--- src/rtl/bias3_delta_gen.sv ---
// ---------------------------------------------------------------------------
// bias3_delta_gen
//
// Accumulates BATCH output-layer error gradient samples (four Q8.8 lanes),
// scales each lane sum by the learning rate 2^-LR_SHIFT, negates it and
// saturates it to a 16-bit Q8.8 bias increment. The increments are held
// until the bias-update phase (ctrl == 4'b0011). They are presented for
// exactly one cycle, and then the block returns to accumulating.
//
// Parameters
//   BATCH     gradient samples per bias update (1..16)
//   LR_SHIFT  learning rate exponent, rate = 2^-LR_SHIFT (0..15)
//
// Ports
//   clk                       rising-edge clock
//   rst                       asynchronous active-high reset
//   ctrl[3:0]                 phase code, 4'b0011 = bias-update phase
//   grad_valid                a gradient sample is present
//   grad_1..grad_4            signed Q8.8 gradients
//   grad_ready                block accepts a sample (ACCUM state)
//   deltab3_1..deltab3_4      signed Q8.8 bias increments, nonzero only
//                             during the update cycle
//   delta_ready               scaled deltas pending (HOLD state)
// ---------------------------------------------------------------------------
module bias3_delta_gen #(
  parameter int BATCH    = 4,
  parameter int LR_SHIFT = 6
) (
  input  logic               clk,
  input  logic               rst,
  input  logic [3:0]         ctrl,
  input  logic               grad_valid,
  input  logic signed [15:0] grad_1,
  input  logic signed [15:0] grad_2,
  input  logic signed [15:0] grad_3,
  input  logic signed [15:0] grad_4,
  output logic               grad_ready,
  output logic signed [15:0] deltab3_1,
  output logic signed [15:0] deltab3_2,
  output logic signed [15:0] deltab3_3,
  output logic signed [15:0] deltab3_4,
  output logic               delta_ready
);

  localparam logic [3:0] UPDATE_PHASE = 4'b0011;
  localparam logic [4:0] LAST_CNT     = 5'(BATCH - 1);

  typedef enum logic [1:0] {
    ACCUM = 2'd0,
    SCALE = 2'd1,
    HOLD  = 2'd2
  } state_t;

  state_t                   r_state;
  state_t                   w_next;
  logic [4:0]               r_cnt;
  logic signed [23:0]       r_sum   [4];
  logic signed [15:0]       r_delta [4];
  logic signed [15:0]       w_grad  [4];
  logic                     w_accept;
  logic                     w_update;

  // Clamp a 24-bit signed value into the 16-bit signed range.
  function automatic logic signed [15:0] sat16(input logic signed [23:0] x);
    if (x > 24'sd32767)
      return 16'sh7FFF;
    else if (x < -24'sd32768)
      return 16'sh8000;
    else
      return x[15:0];
  endfunction

  // Gradient descent step: the bias moves against the gradient. The
  // arithmetic shift floors toward minus infinity before negation. The sum
  // magnitude stays well under 2^23, so the 24-bit negation cannot wrap.
  function automatic logic signed [15:0] scale_neg(input logic signed [23:0] sum);
    logic signed [23:0] shifted;
    shifted = sum >>> LR_SHIFT;
    return sat16(-shifted);
  endfunction

  assign w_grad[0] = grad_1;
  assign w_grad[1] = grad_2;
  assign w_grad[2] = grad_3;
  assign w_grad[3] = grad_4;

  assign w_accept = grad_valid && (r_state == ACCUM);
  assign w_update = (r_state == HOLD) && (ctrl == UPDATE_PHASE);

  always_comb begin
    w_next = r_state;
    case (r_state)
      ACCUM:   if (w_accept && (r_cnt == LAST_CNT)) w_next = SCALE;
      SCALE:   w_next = HOLD;
      HOLD:    if (w_update) w_next = ACCUM;
      default: w_next = ACCUM;
    endcase
  end

  always_ff @(posedge clk or posedge rst) begin
    if (rst) begin
      r_state <= ACCUM;
      r_cnt   <= 5'd0;
      for (int i = 0; i < 4; i++) begin
        r_sum[i]   <= 24'sd0;
        r_delta[i] <= 16'sd0;
      end
    end else begin
      r_state <= w_next;
      case (r_state)
        ACCUM: begin
          if (w_accept) begin
            r_cnt <= r_cnt + 5'd1;
            for (int i = 0; i < 4; i++)
              r_sum[i] <= r_sum[i] + {{8{w_grad[i][15]}}, w_grad[i]};
          end
        end
        SCALE: begin
          for (int i = 0; i < 4; i++)
            r_delta[i] <= scale_neg(r_sum[i]);
        end
        HOLD: begin
          // Clearing on the update edge guarantees each delta is emitted once.
          if (w_update) begin
            r_cnt <= 5'd0;
            for (int i = 0; i < 4; i++) begin
              r_sum[i]   <= 24'sd0;
              r_delta[i] <= 16'sd0;
            end
          end
        end
        default: ;
      endcase
    end
  end

  assign grad_ready  = (r_state == ACCUM);
  assign delta_ready = (r_state == HOLD);

  assign deltab3_1 = w_update ? r_delta[0] : 16'sd0;
  assign deltab3_2 = w_update ? r_delta[1] : 16'sd0;
  assign deltab3_3 = w_update ? r_delta[2] : 16'sd0;
  assign deltab3_4 = w_update ? r_delta[3] : 16'sd0;

endmodule

--- config.mk ---
export PLATFORM = sky130hd
export DESIGN_NAME = bias3_delta_gen
export DESIGN_NICKNAME = d
export VERILOG_FILES = /design/src/rtl/bias3_delta_gen.sv
export SDC_FILE = /design/constraint.sdc
export NUM_CORES = 1
export LEC_CHECK = 0
export CAP_MARGIN = 5
export CORE_UTILIZATION = 58
export DETAILED_ROUTE_END_ITERATION = 6
export PLACE_DENSITY = 0.83
export SYNTH_ARGS = -nofsm -noshare
export SYNTH_HDL_FRONTEND = slang
export SYNTH_SLANG_ARGS = --single-unit
--- constraint.sdc ---
create_clock -name clk -period 7.15 [get_ports clk]
set_input_delay 1.0725 -clock clk [delete_from_list [all_inputs] [get_ports clk]]
set_output_delay 1.0725 -clock clk [all_outputs]
set_load 0.02 [all_outputs]
==> run metrics, run 1 <==
status complete, no violations; Seq/Total Area, Yosys 0.3440; slowest stage delay, CP about 620 ps; f_max 221.8 MHz; CP Cell Sequence clkdlybuf4s50_1 > nand2_1 > nor3_2 > buf_4 > and3_1 > clkdlybuf4s50_1; Initial Utilization 0.5965; Post-synth top flop dfrtp_1; Synth top area share 0.3440; # hold bufs at CTS 0; Root Buffer clkbuf_16; cell repeated most along the worst path clkdlybuf4s50_1; initial DRC count 678; Critical Path End Type output pin; routed vias/inst approximately 6.0; ranking of synthesized cells by area dfrtp_1 (34%), ha_1 (10%), nand2_1 (6.4%); placed instance area 0.01369 sq mm; storage element area 0.004179 sq mm; Clk Latency, worst-skew pair approximately 430 ps; Post-synth EDFFs 0; I/O Buffers 136; WP data arrival 3440 ps; # DRC 0; Inserted Clock Buffers 17; Comb pwr share 0.543; WP buf/inv 3; ys async rst share 1.000; design area 0.01428 sq mm; CTS max path bufs 2; RSZ-0062 raised after global routing no; leading area contributor after synthesis dfrtp_1; H-tree levels 4; global route overflow 0; share of cells above drive strength 1 0.04272; syn nets approximately 1600; die area 0.02153 sq mm; Sequential Power Share 0.306; CP top delay family buffers and inverters; leakage power around 0.0065 uW; initial antenna violation count 0; overall routed net length 28790 um; Multi-input gate area between 0.007 and 0.008 sq mm; post-CTS resize count 0; gp weighted congestion 0.8965; FILL cells around 1600; GRT Overall Usage 0.2770; worst rel slew slack 0.3289; fin crit share 0.6305; Setup TNS 0 ps; Via Count 10810; PwrDens about 440 mW/mm^2; Crit Path Max Fanout 32; clk slew on worst S/H paths about 60 ps; Syn. warnings 0; Period minus WS final 4508 ps; WS Path Type primary input to output pin; largest net degree at the start of global routing 93; die height between 100 and 150 um; first-pass GRT wire length between 40000 and 50000 um; Site Rows between 50 and 60; number of max-cap violations 0; sw power between 2000 and 3000 uW; #FFs+latches synth ~170; Cell Int Power around 3500 uW; Tightest Pin Transition around 1000 ps; startpoint types primary input; Slew Viols, Final 0; Final Power around 6200 uW; Wirelength per Cell roughly 16 um; top-count cell post-synth nand2_1; critical path required time approximately 6100 ps; Area growth syn-to-layout 17.57%; ANT cells 0; DP HPWL just over 20000 um; worst hold path class register to register; Gate Count Post-Synth around 1400; # Post-CTS Setup Buffers 0; Core Box Area 0.02036 sq mm; vias in the first global route 10290; boundary pin count about 140; first drt pass iteration count 6; Netlist Area Pre-Place about 0.012 sq mm; Hold WS between 400 and 500 ps; Post-synth top cells nand2_1 (206), dfrtp_1 (167), o21ai_1 (116); net switching fraction of the power 0.4430; CTS Sinks between 150 and 200; CP max-delay cell nor3_2; Avg Inst Size Synth around 8.5 sq um; Layout Skew approximately 11 ps; Routed Antenna Nets 0; final core occ 0.7013; endpoints failing hold 0; clock power share 0.150; Final nets between 1500 and 2000; # setup viols final 0; CTS tree done; count of unique library cells instantiated by Yosys between 70 and 80; Die W 146.7 um; peak supply drop 0.0002113 V
-- worst reg2reg max path: stages, from the launching register on --
cell and delay (ps):
dfrtp_1 380, ha_1 220, fa_1 420, a21o_1 180
a21o_1 210, a2111oi_1 650, o21ba_2 260, a31oi_1 110
o41ai_1 510, o2111ai_1 200, a21oi_1 250, xor2_1 200
o21ai_1 70
-- through the flow --
stage	setup slack, ps	instances
2_1_floorplan	1559	1430
3_3_place_gp	2444	1783
3_5_place_dp	2331	1783
4_1_cts	2641	1815
5_1_grt	2417	1815
6_report	2642	1815
-- state kept, by name, indices dropped and copies added, names as in the netlist --
| name | cells |
|---|---|
| r_delta | 64 |
| r_cnt | 5 |
| r_sum | 96 |
| r_state | 2 |
-- power by group through the flow --
stage	Combinational, uW	Sequential, uW	Clock (uW)
after detailed placement	3330	1910	0
final	3380	1900	934
after global placement	3220	1880	0
after CTS	3370	1900	949
after global routing	3820	1970	985
after floorplan	2750	1750	0
-- final timing paths --
path | startpoint | end | slack (ps) | cells after the start
worst max-delay path | ctrl[1] | deltab3_2[13] | 2640 | 6
worst min-delay path | r_delta[49]$_DFFE_PP0P_ | r_delta[49]$_DFFE_PP0P_ | 460 | 2
worst max register to register | r_sum[48]$_DFFE_PP0P_ | r_sum[70]$_DFFE_PP0P_ | 3350 | 12
worst min register to register | r_delta[49]$_DFFE_PP0P_ | r_delta[49]$_DFFE_PP0P_ | 460 | 2
max in group asynchronous | rst | r_sum[17]$_DFFE_PP0P_ | 4400 | 3
min in group asynchronous | rst | r_delta[42]$_DFFE_PP0P_ | 1190 | 2
-- logic make-up after synthesis --
kind of cell,synth area share
AO/OA/AOI/OAI,0.2245
XOR/XNOR,0.08364
adder cells (fa/ha/maj),0.1065
buffers and inverters,0.03317
flip-flops,0.3440
multiplexers,0.004945
AND/OR/NAND/NOR,0.2032
-- layer usage --
layer	part of all wire	track usage	vias up	wire, um
li1	-	-	5385	-
met2	0.49	0.4758	315	14030
met4	0.024	0.1000	0	686
met3	0.049	0.03913	64	1411
met1	0.44	0.3559	5045	12660
met5	0	0	-	0
-- layout by cell type, fill, tap and decap left out, drive strengths merged, types with 31 or more instances in the layout --
cell type and count:
a21o 36, a21oi 94, and3 66, clkdlybuf4s50 136, dfrtp 167, ha 97, inv 33, nand2 208
nor2 87, nor3 45, o21ai 137, o22ai 31, xnor2 67, xor2 49
-- area by class of cell --
class	count	area share
multi-input cells	1166	0.5322
flip-flops and latches	167	0.2926
repair buffers	147	0.1011
clock buffers	20	0.03058
well taps	270	0.02366
clock inverters	12	0.01078
inverters	33	0.009024
(Power assumes the default switching activity.)
==> run 2, diff against run 1 <==
--- a/config.mk
+++ b/config.mk
@@ -6,9 +6,9 @@
 export NUM_CORES = 1
 export LEC_CHECK = 0
 export CAP_MARGIN = 5
-export CORE_UTILIZATION = 58
+export CORE_UTILIZATION = 52
 export DETAILED_ROUTE_END_ITERATION = 6
-export PLACE_DENSITY = 0.83
+export PLACE_DENSITY = 0.79
 export SYNTH_ARGS = -nofsm -noshare
 export SYNTH_HDL_FRONTEND = slang
 export SYNTH_SLANG_ARGS = --single-unit
==> constraint.sdc (replaced) <==
create_clock -name clk -period 3.7 [get_ports clk]
set_input_delay 0.555 -clock clk [delete_from_list [all_inputs] [get_ports clk]]
set_output_delay 0.555 -clock clk [all_outputs]
set_load 0.02 [all_outputs]
==> run 2 against run 1 <==
Effect of this change:
- sequential power up 93%
- register-to-register slack worse by 3100 ps
- critical path depth up 9
- highest routed layer unchanged
- clock power up 79%
- largest cell class unchanged
- utilization down 5.9 points
- flip-flop and latch count unchanged
==> run metrics, run 2 (synthesis gave the netlist of run 1 again) <==
status complete, no violations; Routed Antenna Nets 0 (unchanged); max reg flops 96 (unchanged); overall routed net length 30490 um (+5.9%); Top reg by flops r_sum; ANT cells 0 (unchanged); startpoint types primary input; gp weighted congestion 0.8772 (-2.2%); Crit Path Max Fanout 3 (-91%); Site Rows 55 (+5.8%); H-tree levels 4 (unchanged); DP HPWL 21480 um (+6.0%); number of max-cap violations 0 (unchanged); # setup viols final 0 (unchanged); WS Path Type primary input to register; CTS max path bufs 2 (unchanged); Core Box Area 0.02278 sq mm (+12%); Tightest Pin Transition 771.4 ps (-235.2 ps); # DRC 0 (unchanged); vias in the first global route 10770 (+4.7%); Initial Utilization 0.5333 (-0.06320); f_max ~280 MHz; worst slack at placement -264.7 ps (-2596 ps); initial antenna violation count 0 (unchanged); worst rel slew slack 0.4845 (+0.1556); Top Registers r_sum (96), r_delta (64), r_cnt (5); FILL cells 1914 (+21%); Clk Latency, worst-skew pair 440 ps (about the same); R2R depth 14 (+2); WP data arrival 3860 ps (+420 ps); Layout Skew 14.71 ps (+4.086 ps); largest net degree at the start of global routing 67 (-28%); Final nets 1740 (+2.1%); die height 154.8 um (+5.5%); final worst slack 132.8 ps (-2509 ps); Area growth syn-to-layout 20.50%; routed vias/inst 5.853 (-1.7%); Period minus WS final approximately 3600 ps; I/O Buffers 136 (unchanged); fin crit share 0.9641; Slew Viols, Final 0 (unchanged); Wirelength per Cell 16.10 um (+1.5%); peak supply drop 0.0003784 V (+79%); commonest cells after routing, fill and taps aside nand2_1 (205), dfrtp_1 (167), clkdlybuf4s50_1 (136); Final Power 12230 uW (+97%); first drt pass iteration count 6 (unchanged); CTS tree done; boundary pin count 137 (unchanged); WHS Path Cells 2 (unchanged); Inserted Clock Buffers 17 (unchanged); leakage power 0.006689 uW (+2.6%); Critical Path End Type register; clk slew on worst S/H paths 70 ps (about the same); global route overflow 0 (unchanged); commonest non-fill, non-tap cell in the layout nand2_1; Via Count 11090 (+2.6%); share of cells above drive strength 1 0.06831 (+0.02559); Die W 154.8 um (+5.5%); die area 0.02397 sq mm (+11%); CTS Sinks 167 (unchanged); PwrDens 835.3 mW/mm^2 (+92%); first-pass GRT wire length 50920 um (+4.5%); GRT Overall Usage 0.2609 (-0.01611); Root Buffer clkbuf_16; critical path required time 3990 ps (-2090 ps); worst hold path class register to register; initial DRC count 595 (-12%); endpoints failing hold 0 (unchanged)
-- run 2: changes by cell type in the layout (fill, tap and decap cells not counted), sizes merged --
| cell | change |
|---|---|
| buf | +36 |
| bufinv | -3 |
| clkbuf | -1 |
| clkinv | -1 |
| clkinvlp | +3 |
| inv | +2 |
-- run 2: stage by stage --
stage | TNS (ps) | instance area [sq um] | hold WS, ps | std cells | util
6_report | 0 | 14640 | 455.5 | 1894 | 0.6426
5_1_grt | -23.29 | 14640 | 483.2 | 1894 | 0.6426
4_1_cts | 0 | 14620 | 461.9 | 1894 | 0.6417
3_5_place_dp | -1960 | 14080 | 444.0 | 1862 | 0.6180
3_3_place_gp | -1205 | 14080 | 442.9 | 1862 | 0.6180
2_1_floorplan | 0 | 12150 | 428.3 | 1430 | -
-- run 2: final timing paths --
check | startpoint | endpoint | slack [ps]
max | grad_2[0] | r_sum[70]$_DFFE_PP0P_ | 130
min | r_delta[49]$_DFFE_PP0P_ | r_delta[49]$_DFFE_PP0P_ | 460
max reg2reg | r_sum[48]$_DFFE_PP0P_ | r_sum[70]$_DFFE_PP0P_ | 290
min reg2reg | r_delta[49]$_DFFE_PP0P_ | r_delta[49]$_DFFE_PP0P_ | 460
max in group asynchronous | rst | r_cnt[1]$_DFFE_PP0P_ | 2340
min in group asynchronous | rst | r_sum[63]$_DFFE_PP0P_ | 570
-- run 2: layout make-up --
class	count	area (sq um)	area share
Clock buffer	19	442.9	0.03026
Clock inverter	13	96.34	0.006582
Inverter	33	127.6	0.008719
Multi-Input combinational cell	1166	7622	0.5208
Sequential cell	167	4179	0.2855
Tap cell	313	391.6	0.02676
Timing Repair Buffer	183	1777	0.1214
-- run 2: critical path, stage by stage --
cell and delay (ps):
clkdlybuf4s50_1 400, ha_1 250, fa_1 430, a21o_1 190
a21o_1 200, a2111oi_2 350, buf_4 170, o21ba_2 150
a31oi_1 110, o41ai_2 260, buf_4 190, o2111ai_1 120
a21oi_1 200, xor2_1 200, o21ai_1 80
-- run 2: what timing repair did --
| item | in CTS | in global routing |
|---|---|---|
| hold buffers | 0 | 0 |
| endpoints found under the hold margin | 0 | 0 |
| gates resized for setup | 0 | 5 |
| setup endpoints to repair | 0 | 5 |
| setup buffers | 0 | 0 |
-- run 2: routing by layer --
metal,track usage,vias up,share of wire,wire [um]
li1,-,5452,-,-
met1,0.3218,5304,0.44,13370
met2,0.4717,280,0.50,15370
met3,0.03390,50,0.039,1199
met4,0.08204,0,0.018,551
met5,0,-,0,0
-- run 2: report_power, final --
| group | internal, uW | total, uW | switching [uW] |
|---|---|---|---|
| clock network | 880 | 1670 | 792 |
| registers | 2720 | 3660 | 938 |
| logic | 3140 | 6890 | 3750 |
